### config.mk
export PLATFORM = sky130hd
export DESIGN_NAME = snake_hud_renderer
export DESIGN_NICKNAME = d
export VERILOG_FILES = /design/src/rtl/snake_hud_renderer_pkg.sv /design/src/rtl/hud_delay_line.sv /design/src/rtl/snake_hud_renderer.sv
export SDC_FILE = /design/constraint.sdc
export NUM_CORES = 1
export LEC_CHECK = 0
export BUFFER_PORTS_ARGS = -buffer_cell sky130_fd_sc_hd__clkbuf_2
export CAP_MARGIN = 25
export CORE_ASPECT_RATIO = 2
export CORE_MARGIN = 2
export CORE_UTILIZATION = 45
export DETAILED_ROUTE_END_ITERATION = 6
export GPL_TIMING_DRIVEN = 0
export PLACE_DENSITY_LB_ADDON = 0.15
export SKIP_LAST_GASP = 1
export SYNTH_ARGS = -nofsm -noshare
export SYNTH_HDL_FRONTEND = slang
export SYNTH_HIERARCHICAL = 1
export SYNTH_SLANG_ARGS = --single-unit
### constraint.sdc
create_clock -name clock_25 -period 1.7 [get_ports clock_25]
set_input_delay 0.085 -clock clock_25 [delete_from_list [all_inputs] [get_ports clock_25]]
set_output_delay 0.085 -clock clock_25 [all_outputs]
set_load 0.05 [all_outputs]
### src/rtl/snake_hud_renderer_pkg.sv
// Shared definitions for the Snake HUD renderer: pixel class codes, flash FSM
// state encodings and the default play-field / text geometry.
package snake_hud_renderer_pkg;

  typedef enum logic [1:0] {
    CLASS_NONE   = 2'd0,
    CLASS_BORDER = 2'd1,
    CLASS_TEXT   = 2'd2
  } pixel_class_e;

  typedef enum logic {
    ST_NORMAL = 1'b0,
    ST_FLASH  = 1'b1
  } flash_state_e;

  localparam int DEF_PIXEL_DISPLAY_BIT = 9;
  localparam int DEF_BORDER_X0         = 53;
  localparam int DEF_BORDER_Y0         = 38;
  localparam int DEF_BORDER_W          = 628;
  localparam int DEF_BORDER_H          = 413;
  localparam int DEF_BORDER_T          = 5;
  localparam int DEF_TEXT_Y0           = 460;
  localparam int DEF_TEXT_H            = 16;
  localparam int DEF_ROM_X_W           = 8;
  localparam int DEF_ROM_LATENCY       = 1;
  localparam int DEF_FLASH_BIT         = 4;

endpackage

### src/rtl/hud_delay_line.sv
// Fixed-depth register chain used to line the HUD flags up with glyph ROM data.
// DEPTH = 0 degenerates to a plain wire.
module hud_delay_line #(
  parameter int WIDTH = 2,
  parameter int DEPTH = 1
) (
  input  logic             clock_25,
  input  logic             reset,
  input  logic [WIDTH-1:0] din,
  output logic [WIDTH-1:0] dout
);

  generate
    if (DEPTH == 0) begin : g_wire
      logic unused_s;
      assign unused_s = clock_25 ^ reset;
      assign dout     = din;
    end else begin : g_regs
      logic [WIDTH-1:0] taps_r [DEPTH];

      // Shift chain; reset empties every stage so flushed pixels stay dark
      always_ff @(posedge clock_25) begin
        if (reset) begin
          for (int i = 0; i < DEPTH; i++) taps_r[i] <= {WIDTH{1'b0}};
        end else begin
          taps_r[0] <= din;
          for (int i = 1; i < DEPTH; i++) taps_r[i] <= taps_r[i-1];
        end
      end

      assign dout = taps_r[DEPTH-1];
    end
  endgenerate

endmodule

### src/rtl/snake_hud_renderer.sv
// Per-pixel HUD classifier: play-field border, text labels via glyph ROM,
// and a frame-counted border flash while the game is over.
module snake_hud_renderer
  import snake_hud_renderer_pkg::*;
#(
  parameter int PIXEL_DISPLAY_BIT = DEF_PIXEL_DISPLAY_BIT,
  parameter int BORDER_X0         = DEF_BORDER_X0,
  parameter int BORDER_Y0         = DEF_BORDER_Y0,
  parameter int BORDER_W          = DEF_BORDER_W,
  parameter int BORDER_H          = DEF_BORDER_H,
  parameter int BORDER_T          = DEF_BORDER_T,
  parameter int TEXT_Y0           = DEF_TEXT_Y0,
  parameter int TEXT_H            = DEF_TEXT_H,
  parameter int N_LABELS          = 2,
  parameter logic [N_LABELS*(PIXEL_DISPLAY_BIT+1)-1:0] LABEL_X0 = {10'd362, 10'd108},
  parameter logic [N_LABELS*(PIXEL_DISPLAY_BIT+1)-1:0] LABEL_W  = {10'd81, 10'd63},
  parameter int ROM_X_W           = DEF_ROM_X_W,
  parameter logic [N_LABELS*ROM_X_W-1:0] LABEL_ROM_BASE = {8'd62, 8'd0},
  parameter int ROM_LATENCY       = DEF_ROM_LATENCY,
  parameter int FLASH_BIT         = DEF_FLASH_BIT
) (
  input  logic                       clock_25,
  input  logic                       reset,
  input  logic [PIXEL_DISPLAY_BIT:0] X,
  input  logic [PIXEL_DISPLAY_BIT:0] Y,
  input  logic                       game_over,
  input  logic                       rom_data,
  output logic [ROM_X_W-1:0]         rom_x,
  output logic [3:0]                 rom_y,
  output logic                       pixel_on,
  output logic [1:0]                 pixel_class
);

  localparam int PW = PIXEL_DISPLAY_BIT + 1;
  localparam int CW = FLASH_BIT + 1;
  localparam int BX1 = BORDER_X0 + BORDER_W - 1;
  localparam int BY1 = BORDER_Y0 + BORDER_H - 1;

  int                 x_s, y_s;
  logic               in_band_s, in_outer_s, in_inner_s, border_s, border_vis_s;
  logic               frame_start_s, text_hit_s;
  int                 label_lo_s [N_LABELS];
  int                 label_hi_s [N_LABELS];
  logic [N_LABELS-1:0] label_hit_s;
  logic [ROM_X_W-1:0] label_addr_s [N_LABELS];
  logic [ROM_X_W-1:0] rom_x_s;
  logic [3:0]         rom_y_s;

  flash_state_e       state_r, state_nx_s;
  logic [CW-1:0]      frame_cnt_r, frame_cnt_nx_s;

  logic [ROM_X_W-1:0] rom_x_r;
  logic [3:0]         rom_y_r;
  logic               border_q_r, text_q_r, border_d_s, text_d_s;
  pixel_class_e       class_s;
  logic [1:0]         pixel_class_r;
  logic               pixel_on_r;

  assign x_s = int'(X);
  assign y_s = int'(Y);

  // Stage 0 geometry: band, border ring and per-label hit/address
  always_comb begin
    in_band_s  = (y_s >= TEXT_Y0) && (y_s <= TEXT_Y0 + TEXT_H - 1);
    in_outer_s = (x_s >= BORDER_X0) && (x_s <= BX1) && (y_s >= BORDER_Y0) && (y_s <= BY1);
    in_inner_s = (x_s >= BORDER_X0 + BORDER_T) && (x_s <= BX1 - BORDER_T) &&
                 (y_s >= BORDER_Y0 + BORDER_T) && (y_s <= BY1 - BORDER_T);
    border_s   = in_outer_s && !in_inner_s && !in_band_s;
    rom_y_s    = in_band_s ? 4'(y_s - TEXT_Y0) : 4'd0;
    for (int i = 0; i < N_LABELS; i++) begin
      label_lo_s[i]   = int'(LABEL_X0[i*PW +: PW]);
      label_hi_s[i]   = label_lo_s[i] + int'(LABEL_W[i*PW +: PW]) - 1;
      label_hit_s[i]  = in_band_s && (x_s >= label_lo_s[i]) && (x_s <= label_hi_s[i]);
      label_addr_s[i] = ROM_X_W'(x_s - label_lo_s[i] +
                                 int'(LABEL_ROM_BASE[i*ROM_X_W +: ROM_X_W]));
    end
    // Walk downwards so the lowest-index label overrides on overlap
    text_hit_s = 1'b0;
    rom_x_s    = {ROM_X_W{1'b0}};
    for (int i = N_LABELS - 1; i >= 0; i--) begin
      rom_x_s    = label_hit_s[i] ? label_addr_s[i] : rom_x_s;
      text_hit_s = text_hit_s | label_hit_s[i];
    end
  end

  // Flash FSM next state; entering FLASH clears the counter even on a frame start
  always_comb begin
    state_nx_s     = state_r;
    frame_cnt_nx_s = frame_cnt_r;
    frame_start_s  = (X == {PW{1'b0}}) && (Y == {PW{1'b0}});
    case (state_r)
      ST_NORMAL: begin
        if (game_over) begin
          state_nx_s     = ST_FLASH;
          frame_cnt_nx_s = {CW{1'b0}};
        end else begin
          state_nx_s     = ST_NORMAL;
          frame_cnt_nx_s = frame_start_s ? frame_cnt_r + CW'(1'b1) : frame_cnt_r;
        end
      end
      ST_FLASH: begin
        state_nx_s     = game_over ? ST_FLASH : ST_NORMAL;
        frame_cnt_nx_s = frame_start_s ? frame_cnt_r + CW'(1'b1) : frame_cnt_r;
      end
      default: begin
        state_nx_s     = ST_NORMAL;
        frame_cnt_nx_s = {CW{1'b0}};
      end
    endcase
  end

  // Flash FSM state and frame counter registers
  always_ff @(posedge clock_25) begin
    if (reset) begin
      state_r     <= ST_NORMAL;
      frame_cnt_r <= {CW{1'b0}};
    end else begin
      state_r     <= state_nx_s;
      frame_cnt_r <= frame_cnt_nx_s;
    end
  end

  assign border_vis_s = (state_r == ST_NORMAL) ? 1'b1 : ~frame_cnt_r[FLASH_BIT];

  // Stage 1 registers: ROM address and flags (visibility folded in here)
  always_ff @(posedge clock_25) begin
    if (reset) begin
      rom_x_r    <= {ROM_X_W{1'b0}};
      rom_y_r    <= 4'd0;
      border_q_r <= 1'b0;
      text_q_r   <= 1'b0;
    end else begin
      rom_x_r    <= rom_x_s;
      rom_y_r    <= rom_y_s;
      border_q_r <= border_s && border_vis_s;
      text_q_r   <= text_hit_s;
    end
  end

  hud_delay_line #(
    .WIDTH (2),
    .DEPTH (ROM_LATENCY)
  ) u_flag_delay (
    .clock_25 (clock_25),
    .reset    (reset),
    .din      ({border_q_r, text_q_r}),
    .dout     ({border_d_s, text_d_s})
  );

  // Final classification: lit text beats border
  always_comb begin
    class_s = CLASS_NONE;
    if (text_d_s && rom_data) begin
      class_s = CLASS_TEXT;
    end else if (border_d_s) begin
      class_s = CLASS_BORDER;
    end else begin
      class_s = CLASS_NONE;
    end
  end

  // Output registers
  always_ff @(posedge clock_25) begin
    if (reset) begin
      pixel_class_r <= 2'd0;
      pixel_on_r    <= 1'b0;
    end else begin
      pixel_class_r <= class_s;
      pixel_on_r    <= (class_s != CLASS_NONE);
    end
  end

  assign rom_x       = rom_x_r;
  assign rom_y       = rom_y_r;
  assign pixel_class = pixel_class_r;
  assign pixel_on    = pixel_on_r;

endmodule

Yosys cells after proc, flatten, opt, wreduce, memory -nomap -nowiden
Memory sizes are Yosys's and may differ from the RTL's.
Cells that the tools add are included.

storage, ports and cells
  output and inout bits = 15
  memories = 1
  RAM bits = 2
  register bits after elaboration = 23
  input port bits = 24

memory list
  memory                      depth  bits a word  rd ports  clocked after Yosys merged registers in  write ports  RTL line              source
  u_flag_delay.g_regs.taps_r  1      2            1         0                                        1            hud_delay_line.sv:19  logic [WIDTH-1:0] taps_r [DEPTH];

operators by class
  reduce and logical (&&, ||, !) cells = 23
  bitwise gates (word level) = 4
  multiplexer cells = 14
  $add $sub $neg = 5
  order comparisons = 14

operators with widths
  cell                  number
  $ge 10x6->1 const B   4
  $le 10x9->1 const B   4
  $ge 10x9->1 const B   2
  $le 10x10->1 const B  2
  $logic_not 10->1      2
  $logic_and 1x1->1     16
  $mux 8                2
  $sub 8x7->8 const B   2
  $ge 10x7->1 const B   1
  $le 10x8->1 const B   1
  $mux 5                2
  $pmux 5 s2            1
  $add 8x7->8 const B   1
  $mux 1                7
  $add 5x1->5 const B   1
  $mux 2                2
  $reduce_or 2->1       2
  $sub 4x4->4 const B   1
  $not 1->1             3
  $logic_not 1->1       2
  $reduce_bool 2->1     1
  $or 1x1->1            1

Longest topological paths before layout
Gate-level depths: netlist (run 1).

  depth after elaboration = 8
  gate-level depth with buffers = 7
  mapped depth without buffers = 7

Cells and area by module
Netlist (run 1), hierarchy kept.

by module, submodules not included
  module              cells each  instances  area each (um^2)  seq. area each (um^2)
  snake_hud_renderer  166         1          1401.3            460.4
  hud_delay_line      4           1          52.6              40.0

Worst setup path before layout (run 1)
No wires, ideal clock.

  kind = input to register
  start point = input port X[2]
  end point = register border_q_r
  data arrival time = 1375 ps
  slack = 237 ps
  stages = 6
  setup time = 88 ps
  path buffers = 0
  path through = inv_1 -> ha_1 -> or4_1 -> a22o_1 -> and3_1 -> nor4_2

on the way
  word-level cells in the longest chain between the ends = 8
  elaborated cells on any way between the ends = 14
  classes of those cells = order compare (4); reduce/logical (10)

RTL lines
  item                                         RTL line                   source
  start: declaration                           snake_hud_renderer.sv:24   input logic [PIXEL_DISPLAY_BIT:0] X,
  $ge 10x6->1 or $le 10x10->1 (tied branches)  snake_hud_renderer.sv:66   in_inner_s = (x_s >= BORDER_X0 + BORDER_T) && (x_s <= BX1 - BORDER_T) &&
  $logic_and 1x1->1 (2 in series)              snake_hud_renderer.sv:66
  $logic_and 1x1->1                            snake_hud_renderer.sv:67   (y_s >= BORDER_Y0 + BORDER_T) && (y_s <= BY1 - BORDER_T);
  $logic_not 1->1                              snake_hud_renderer.sv:68   border_s = in_outer_s && !in_inner_s && !in_band_s;
  $logic_and 1x1->1 (*) (2 in series)          snake_hud_renderer.sv:68
  $logic_and 1x1->1 (*)                        snake_hud_renderer.sv:135  border_q_r <= border_s && border_vis_s;
  end signal: assignment                       snake_hud_renderer.sv:135
  end: declaration                             snake_hud_renderer.sv:54   logic border_q_r, text_q_r, border_d_s, text_d_s;

Mark *: on every way between the ends. The rest lies on a longest branch, timed or not.
A chain may end at the register's enable or synchronous reset.

Final worst setup path (run 1)
  start point = input port X[2]
  end point = register rom_x_r[6], in the netlist rom_x[6]

on the way
  word-level cells in the longest chain between the ends = 5
  elaborated cells on any way between the ends = 13
  classes of those cells = add/sub (3); order compare (4); mux (2); reduce/logical (4)

RTL lines
  item                                                                 RTL line                   source
  parallel branches: the longest is 4 deep, another holds $sub 8x7->8  --
  $mux 8 (*)                                                           snake_hud_renderer.sv:81   rom_x_s = label_hit_s[i] ? label_addr_s[i] : rom_x_s;
  end signal: assignment                                               snake_hud_renderer.sv:128  rom_x_r <= {ROM_X_W{1'b0}};
  end signal: assignment                                               snake_hud_renderer.sv:133  rom_x_r <= rom_x_s;
  end: declaration                                                     snake_hud_renderer.sv:52   logic [ROM_X_W-1:0] rom_x_r;

Every way passes the cells marked *.

==> parameters.txt, run 1 <==
Parameter                              Value

Yosys
  Most used flip-flop cell after synthesis    sky130_fd_sc_hd__dfxtp_1
  Share of the synthesized area in the top cell type    34.42%
  Ys async rst share    0%
  Fraction of the mapped netlist area in simple logic gates    roughly a quarter
  Distinct cell type count after synthesis    44
  Synth warnings    6
  Most area-hungry cell type in the Yosys netlist    sky130_fd_sc_hd__dfxtp_1
  Part of the Yosys area used for sequential elements    34.42%
  Fraction of the mapped netlist area in compound gates    20.40%
  Post-synthesis share of cell area spent on full adders, half adders and majority gates    around a tenth
  Mapped cell area    0.001454 mm2
  Cell with the most instances after synthesis    sky130_fd_sc_hd__dfxtp_1
  Combinational family with the most area after synthesis    simple AND/OR/NAND/NOR gates
  Most instantiated cells after synthesis    sky130_fd_sc_hd__dfxtp_1 (25), sky130_fd_sc_hd__nand2_1 (14), sky130_fd_sc_hd__nor2_1 (14)
  Nets in the synthesized netlist    approximately 210
  Share of cell area taken by muxes after synthesis    0%
  Number of instances in the synthesized netlist    170
  Number of flops mapped to enable cells by yosys    0
  Average cell area after synthesis    roughly 8.6 um2
  Dominant cells by area after synthesis    sky130_fd_sc_hd__dfxtp_1 (34%), sky130_fd_sc_hd__ha_1 (9.5%), sky130_fd_sc_hd__a21oi_1 (4.1%)
  Flop and latch count out of synthesis    25
  Post-Synth XOR/XNOR Area    between 3 and 4%

Timing
  Post-route minimum period    1.571 ns
  Tcrit/Tclk final    between 90% and 100%
  Final Hold Violating Endpoints    0
  Slack of the critical path    between 0.1 and 0.15 ns
  Final setup viols    0
  Worst-case clock skew    0.005290 ns
  Max Clk Rate    636.5 MHz
  Worst Tran Pin Value    0.5434 ns
  Max-slew headroom    a little under two thirds
  Setup repair after global routing missed its margin    no
  Max-slew violation total from the final report    0

Placed design
  DP HPWL    2.900 mm
  I/O Buffers    33
  Routability-driven placement congestion ratio    0.8746
  Dpl ws    -0.1820 ns
  Instance area after placement    0.001658 mm2

Global routing
  First-pass GRT wire length    roughly 5.5 mm
  Vias in the first global route    1309
  Pin count of the biggest net entering global routing    16
  Initial antenna violation count    0
  Overall fraction of global-route tracks in use    19.33%
  Overflow left after global routing    0

Power and ir drop
  P per Cell Area    651.0 mW/mm2
  IR drop worst, VDD    ~340 uV
  Leakage power of the design    0.7671 nW

Cells and area
  Post-route cell area    0.001727 mm2
  Share of cells above drive strength 1    26.32%
  Synthesis-to-layout area growth    18.76%
  Area of combinational cells with multiple inputs    872.1 um2
  Register Area    500.5 um2
  Number of antenna repair diodes    0
  Final-stage net count    245
  Filler Cell Count    303

Detailed routing
  Routed Wire Length    3.492 mm
  Routed met1 length    1.255 mm
  Drc violations    0
  Antenna viol nets, final    0
  Count of TritonRoute iterations in the first routing pass    4
  Routed len/inst    14.55 um
  Post-detailed-route via-to-cell ratio    ~5.8
  Vias post-DR    1381
  Met3 routed WL    147 um
  Highest metal layer with signal wires    met4
  Starting DRT DRC Count    38
  Routed length on met2    just over 2 mm

Die
  Die span in x    44.19 um
  Number of top-level pins    39
  Die height    approximately 84 um
  Starting utilization of the core area    46.59%
  Die ar.    0.003729 mm2
  Placement Rows    29
  Area of the placeable core    approximately 0.0031 mm2

Min path
  Class of the most critical hold timing path    primary input to flop
  Cell depth of the worst min-delay path    2

Job
  Max-capacitance violation count    0

Clock tree
  Worst skew pair latency    between 0.2 and 0.3 ns
  Maximum root-to-sink buffer count    2
  Total clock sinks    25
  Clock slew at the register clock pins of the worst setup and hold paths    0.09 ns
  TritonCTS clock tree    done
  Total CTS buffers    3
  CTS HTree Levels    1
  Clk root buf    sky130_fd_sc_hd__clkbuf_8

Critical path
  Launching element type of the critical path    primary input
  Required time reported for the critical path endpoint    1.87 ns
  Element type at the critical path end    flop
  Data arrival time of the critical path    approximately 1.7 ns
  Reg2reg path depth    5
  Path type of the worst setup path    primary input to flop
  Critical path fanouts, max    7

Run status
  Outcome    completed
path summary, 6_finish.rpt:
check	from	end	slack, ns
worst max-delay path	X[2]	rom_x[6]	0.13
worst min-delay path	game_over	state_r	0.06
worst max register to register	frame_cnt_r[0]	frame_cnt_r[2]	0.55
worst min register to register	u_flag_delay/g_regs.taps_r[0][0]	pixel_class[0]	0.43
critical path, cell delays in order:
cell and delay, ns:
sky130_fd_sc_hd__clkbuf_2 0.16, sky130_fd_sc_hd__inv_1 0.10, sky130_fd_sc_hd__ha_1 0.26, sky130_fd_sc_hd__a211oi_1 0.32, sky130_fd_sc_hd__a311oi_2 0.11, sky130_fd_sc_hd__a2111oi_2 0.48
sky130_fd_sc_hd__xnor2_1 0.17, sky130_fd_sc_hd__nor2_1 0.05
where the power goes:
part / switching (mW) / total, mW / internal (mW)
sequential: 0.00136 / 0.591 / 0.590
combinational: 0.115 / 0.191 / 0.0756
clock: 0.176 / 0.342 / 0.166
through the flow:
stage          setup TNS [ns]  cells  power (mW)  util, %  hold slack, ns
2_1_floorplan               0    170      0.7183        -          0.1566
3_3_place_gp          -0.5030    234      0.7845    53.13          0.2747
3_5_place_dp           -1.170    234      0.7921    53.13          0.2818
4_1_cts                     0    239       1.139    55.01         0.04919
5_1_grt                     0    240       1.182    55.33         0.05130
6_report                    0    240       1.124    55.33         0.05566
cell type report:
cell class	count	share of cell area, %
tap	31	2.246
sequential	25	28.99
inverter	13	2.826
clock inverter	1	0.4348
clock buffer	3	2.391
multi-input combinational	127	50.51
buffer	5	2.029
timing repair buffer	35	10.58
metal layers:
layer	vias to the layer above	global-route usage [%]
li1	677	-
met1	651	17.62
met2	47	38.64
met3	6	2.151
met4	0	8.540
met5	-	0
sequential cells by signal (all words and copies together) (netlist names):
signal,flops
u_flag_delay/g_regs.taps_r,2
rom_x,8
frame_cnt_r,5
text_q_r,1
rom_y,4
state_r,1
pixel_class,2
pixel_on,1
border_q_r,1
logic make-up after synthesis:
kind of cell             Yosys count
AND/OR/NAND/NOR                   68
AO/OA/AOI/OAI                     42
flip-flops                        25
buffers and inverters             18
adder cells (fa/ha/maj)           11
XOR/XNOR                           6
repair_timing:
| item | CTS | global route |
|---|---|---|
| hold endpoints to repair | 1 | 0 |
| setup endpoints to repair | 0 | 1 |
| setup buffers | 0 | 1 |
| resized for setup | 0 | 2 |
| hold buffers | 1 | 0 |
placed cells by master (no fill, tap or decap), types with 2 or more instances in the layout:
cell type / n
sky130_fd_sc_hd__clkbuf_8: 3
sky130_fd_sc_hd__a211o_1: 2
sky130_fd_sc_hd__or2_2: 3
sky130_fd_sc_hd__nand2_1: 14
sky130_fd_sc_hd__dfxtp_1: 25
sky130_fd_sc_hd__inv_1: 13
sky130_fd_sc_hd__nand2b_1: 2
sky130_fd_sc_hd__nor3b_1: 2
sky130_fd_sc_hd__xnor2_1: 5
sky130_fd_sc_hd__a32oi_1: 2
sky130_fd_sc_hd__clkbuf_1: 2
sky130_fd_sc_hd__a21o_1: 2
sky130_fd_sc_hd__and4bb_2: 2
sky130_fd_sc_hd__a21oi_1: 12
sky130_fd_sc_hd__clkbuf_2: 33
sky130_fd_sc_hd__o31ai_1: 2
sky130_fd_sc_hd__nand3_1: 2
sky130_fd_sc_hd__o21ai_0: 8
sky130_fd_sc_hd__buf_6: 2
sky130_fd_sc_hd__ha_1: 11
sky130_fd_sc_hd__nor2_1: 13
sky130_fd_sc_hd__nor3_1: 8
sky130_fd_sc_hd__nor4_2: 2
sky130_fd_sc_hd__and3_1: 4
sky130_fd_sc_hd__and2_1: 3
sky130_fd_sc_hd__nor4_1: 3
sky130_fd_sc_hd__nor2b_1: 4
sky130_fd_sc_hd__a211oi_1: 2
Note: power is estimated with default switching activity, not from simulation.
==> inputs of run 2 (changes only) <==
--- a/config.mk
+++ b/config.mk
@@ -13,6 +13,7 @@
 export DETAILED_ROUTE_END_ITERATION = 6
 export GPL_TIMING_DRIVEN = 0
 export PLACE_DENSITY_LB_ADDON = 0.15
+export REMOVE_ABC_BUFFERS = 1
 export SKIP_LAST_GASP = 1
 export SYNTH_ARGS = -nofsm -noshare
 export SYNTH_HDL_FRONTEND = slang
==> run 2 against run 1 <==
  * Clock power about the same
  * Maximum frequency up 2.2%
  * Cell area about the same
  * Flip-flop and latch count unchanged
  * Critical endpoint is now border_q_r
  * Largest cell class unchanged
  * Combinational power about the same
  * Via count up 0.94%
  * Register-to-register slack better by 0.02 ns
  * Utilization about the same
  * Routed wire length down 0.57%
==> parameters.txt, run 2 (synthesized netlist as in run 1, its figures left out) <==
Parameter                              Value

Timing
  Max-slew violation total from the final report    0 (unchanged)
  Max Clk Rate    650.7 MHz (+2.2%)
  Slack of the critical path    0.1631 ns (+0.03406 ns)
  Post-route minimum period    1.537 ns (-0.03406 ns)
  Final setup viols    0 (unchanged)
  Tcrit/Tclk final    90.41% (-2.0 points)
  Max-slew headroom    71.00% (+7.3 points)
  Worst Tran Pin Value    0.4310 ns (-0.1123 ns)
  Final Hold Violating Endpoints    0 (unchanged)
  Worst-case clock skew    0.001500 ns (-0.003790 ns)
  Setup repair after global routing missed its margin    no

Die
  Die span in x    44.19 um (unchanged)
  Area of the placeable core    0.003120 mm2 (unchanged)
  Number of top-level pins    39 (unchanged)
  Die height    84.39 um (unchanged)
  Die ar.    0.003729 mm2 (unchanged)
  Placement Rows    29 (unchanged)
  Starting utilization of the core area    46.59% (unchanged)

Global routing
  Initial antenna violation count    0 (unchanged)
  Overall fraction of global-route tracks in use    20.11% (+0.78 points)
  Vias in the first global route    1372 (+4.8%)
  First-pass GRT wire length    5.865 mm (+5.7%)
  Overflow left after global routing    0 (unchanged)
  Pin count of the biggest net entering global routing    16 (unchanged)

Placed design
  I/O Buffers    38 (+15%)
  Routability-driven placement congestion ratio    0.8607 (-1.6%)
  DP HPWL    2.822 mm (-2.7%)
  Dpl ws    -0.1305 ns (+0.05143 ns)

Detailed routing
  Post-detailed-route via-to-cell ratio    5.808 (+0.94%)
  Antenna viol nets, final    0 (unchanged)
  Drc violations    0 (unchanged)
  Vias post-DR    1394 (+0.94%)
  Routed Wire Length    3.472 mm (-0.57%)
  Routed len/inst    14.47 um (-0.57%)
  Count of TritonRoute iterations in the first routing pass    4 (unchanged)
  Starting DRT DRC Count    64 (+68%)

Clock tree
  Maximum root-to-sink buffer count    2 (unchanged)
  Total clock sinks    25 (unchanged)
  CTS HTree Levels    1 (unchanged)
  Worst skew pair latency    0.26 ns (about the same)
  TritonCTS clock tree    done
  Clock slew at the register clock pins of the worst setup and hold paths    0.08 ns (about the same)
  Clk root buf    sky130_fd_sc_hd__clkbuf_8
  Total CTS buffers    3 (unchanged)

Power and ir drop
  IR drop worst, VDD    338.1 uV (+0.84%)
  P per Cell Area    652.1 mW/mm2 (+0.17%)
  Leakage power of the design    0.7705 nW (+0.45%)

Critical path
  Required time reported for the critical path endpoint    1.87 ns (about the same)
  Launching element type of the critical path    primary input
  Critical path fanouts, max    7 (unchanged)
  Element type at the critical path end    flop
  Data arrival time of the critical path    1.71 ns (-0.03 ns)
  Path type of the worst setup path    primary input to flop

Cells and area
  Most common cell after layout, fill and taps aside    sky130_fd_sc_hd__clkbuf_2
  Share of cells above drive strength 1    28.23% (+1.9 points)
  Most used cells in the layout excluding fill and tap cells    sky130_fd_sc_hd__clkbuf_2 (38), sky130_fd_sc_hd__dfxtp_1 (25), sky130_fd_sc_hd__nand2_1 (14)
  Number of flip-flops in the largest register    8 (unchanged)
  Synthesis-to-layout area growth    18.85% (about the same)
  Number of antenna repair diodes    0 (unchanged)
  Final-stage net count    245 (unchanged)
  Utilization after layout    55.37% (about the same)
  Filler Cell Count    301 (-0.66%)

Run status
  Outcome    completed

Min path
  Class of the most critical hold timing path    primary input to flop

Job
  Max-capacitance violation count    0 (unchanged)
[run 2: changes by cell type in the layout (fill, tap and decap cells not counted)]
cell | previous run | this run
sky130_fd_sc_hd__clkbuf_2 | 33 | 38
sky130_fd_sc_hd__buf_6 | 2 | 0
sky130_fd_sc_hd__clkbuf_1 | 2 | 0
sky130_fd_sc_hd__a211oi_1 | 2 | 1
sky130_fd_sc_hd__a211oi_2 | 0 | 1
sky130_fd_sc_hd__buf_2 | 1 | 0
sky130_fd_sc_hd__o2111ai_1 | 1 | 0
sky130_fd_sc_hd__o2111ai_2 | 0 | 1
sky130_fd_sc_hd__o21ai_0 | 8 | 9
sky130_fd_sc_hd__o21ai_1 | 1 | 0
[run 2: critical path, cell delays in order]
cell and delay, ns:
sky130_fd_sc_hd__clkbuf_2 0.17, sky130_fd_sc_hd__inv_1 0.11, sky130_fd_sc_hd__ha_1 0.20, sky130_fd_sc_hd__or4_1 0.49
sky130_fd_sc_hd__a22o_1 0.20, sky130_fd_sc_hd__and3_1 0.16, sky130_fd_sc_hd__nor4_2 0.28
[run 2: final timing paths]
check / start / to / slack, ns / cells past startpoint
max: X[2] / border_q_r / 0.16 / 7
min: game_over / state_r / 0.06 / 2
max reg2reg: frame_cnt_r[0] / frame_cnt_r[2] / 0.57 / 5
min reg2reg: u_flag_delay/g_regs.taps_r[0][0] / pixel_class[0] / 0.44 / 1
[run 2: what timing repair did]
action | 4_1_cts | 5_1_grt
buffers inserted | 0 | 1
endpoints found under the hold margin | 1 | 0
gates resized for setup | 0 | 3
setup endpoints to repair | 0 | 1
hold buffers | 1 | 0
[run 2: area by class of cell]
type                            count  area, um2  share of cell area [%]
Clock inverter                      1      7.507                  0.4345
Clock buffer                        3      41.29                   2.390
Multi-Input combinational cell    127      883.3                   51.12
Tap cell                           31      38.79                   2.245
Sequential cell                    25      500.5                   28.96
Inverter                           13      48.80                   2.824
Timing Repair Buffer               40      207.7                   12.02
[run 2: layer usage]
metal  vias to the layer above  wire length, um  share of wire, %  global-route usage [%]
li1                        684                -                 -                       -
met1                       645             1177                34                   19.44
met2                        57             1993                57                   37.83
met3                         8              195               5.6                   1.720
met4                         0              106               3.1                   12.12
met5                         -                0                 0                       0
[run 2: report_power, final]
part | total (mW) | switching (mW) | internal [mW] | leakage (nW)
logic | 0.192 | 0.118 | 0.0739 | 0.547
clock network | 0.344 | 0.178 | 0.166 | 0.0217
registers | 0.591 | 0.00158 | 0.590 | 0.202
[run 2: metrics by stage]
stage / hold WS [ns] / power [mW] / TNS (ns) / instances / area (um2)
after floorplan: 0.1566 / 0.7012 / 0 / 165 / 1419
after global placement: 0.2741 / 0.7816 / -0.3874 / 234 / 1648
after detailed placement: 0.2866 / 0.7896 / -1.047 / 234 / 1648
after CTS: 0.05670 / 1.136 / 0 / 239 / 1707
after global routing: 0.06701 / 1.183 / 0 / 240 / 1728
final: 0.05544 / 1.127 / 0 / 240 / 1728
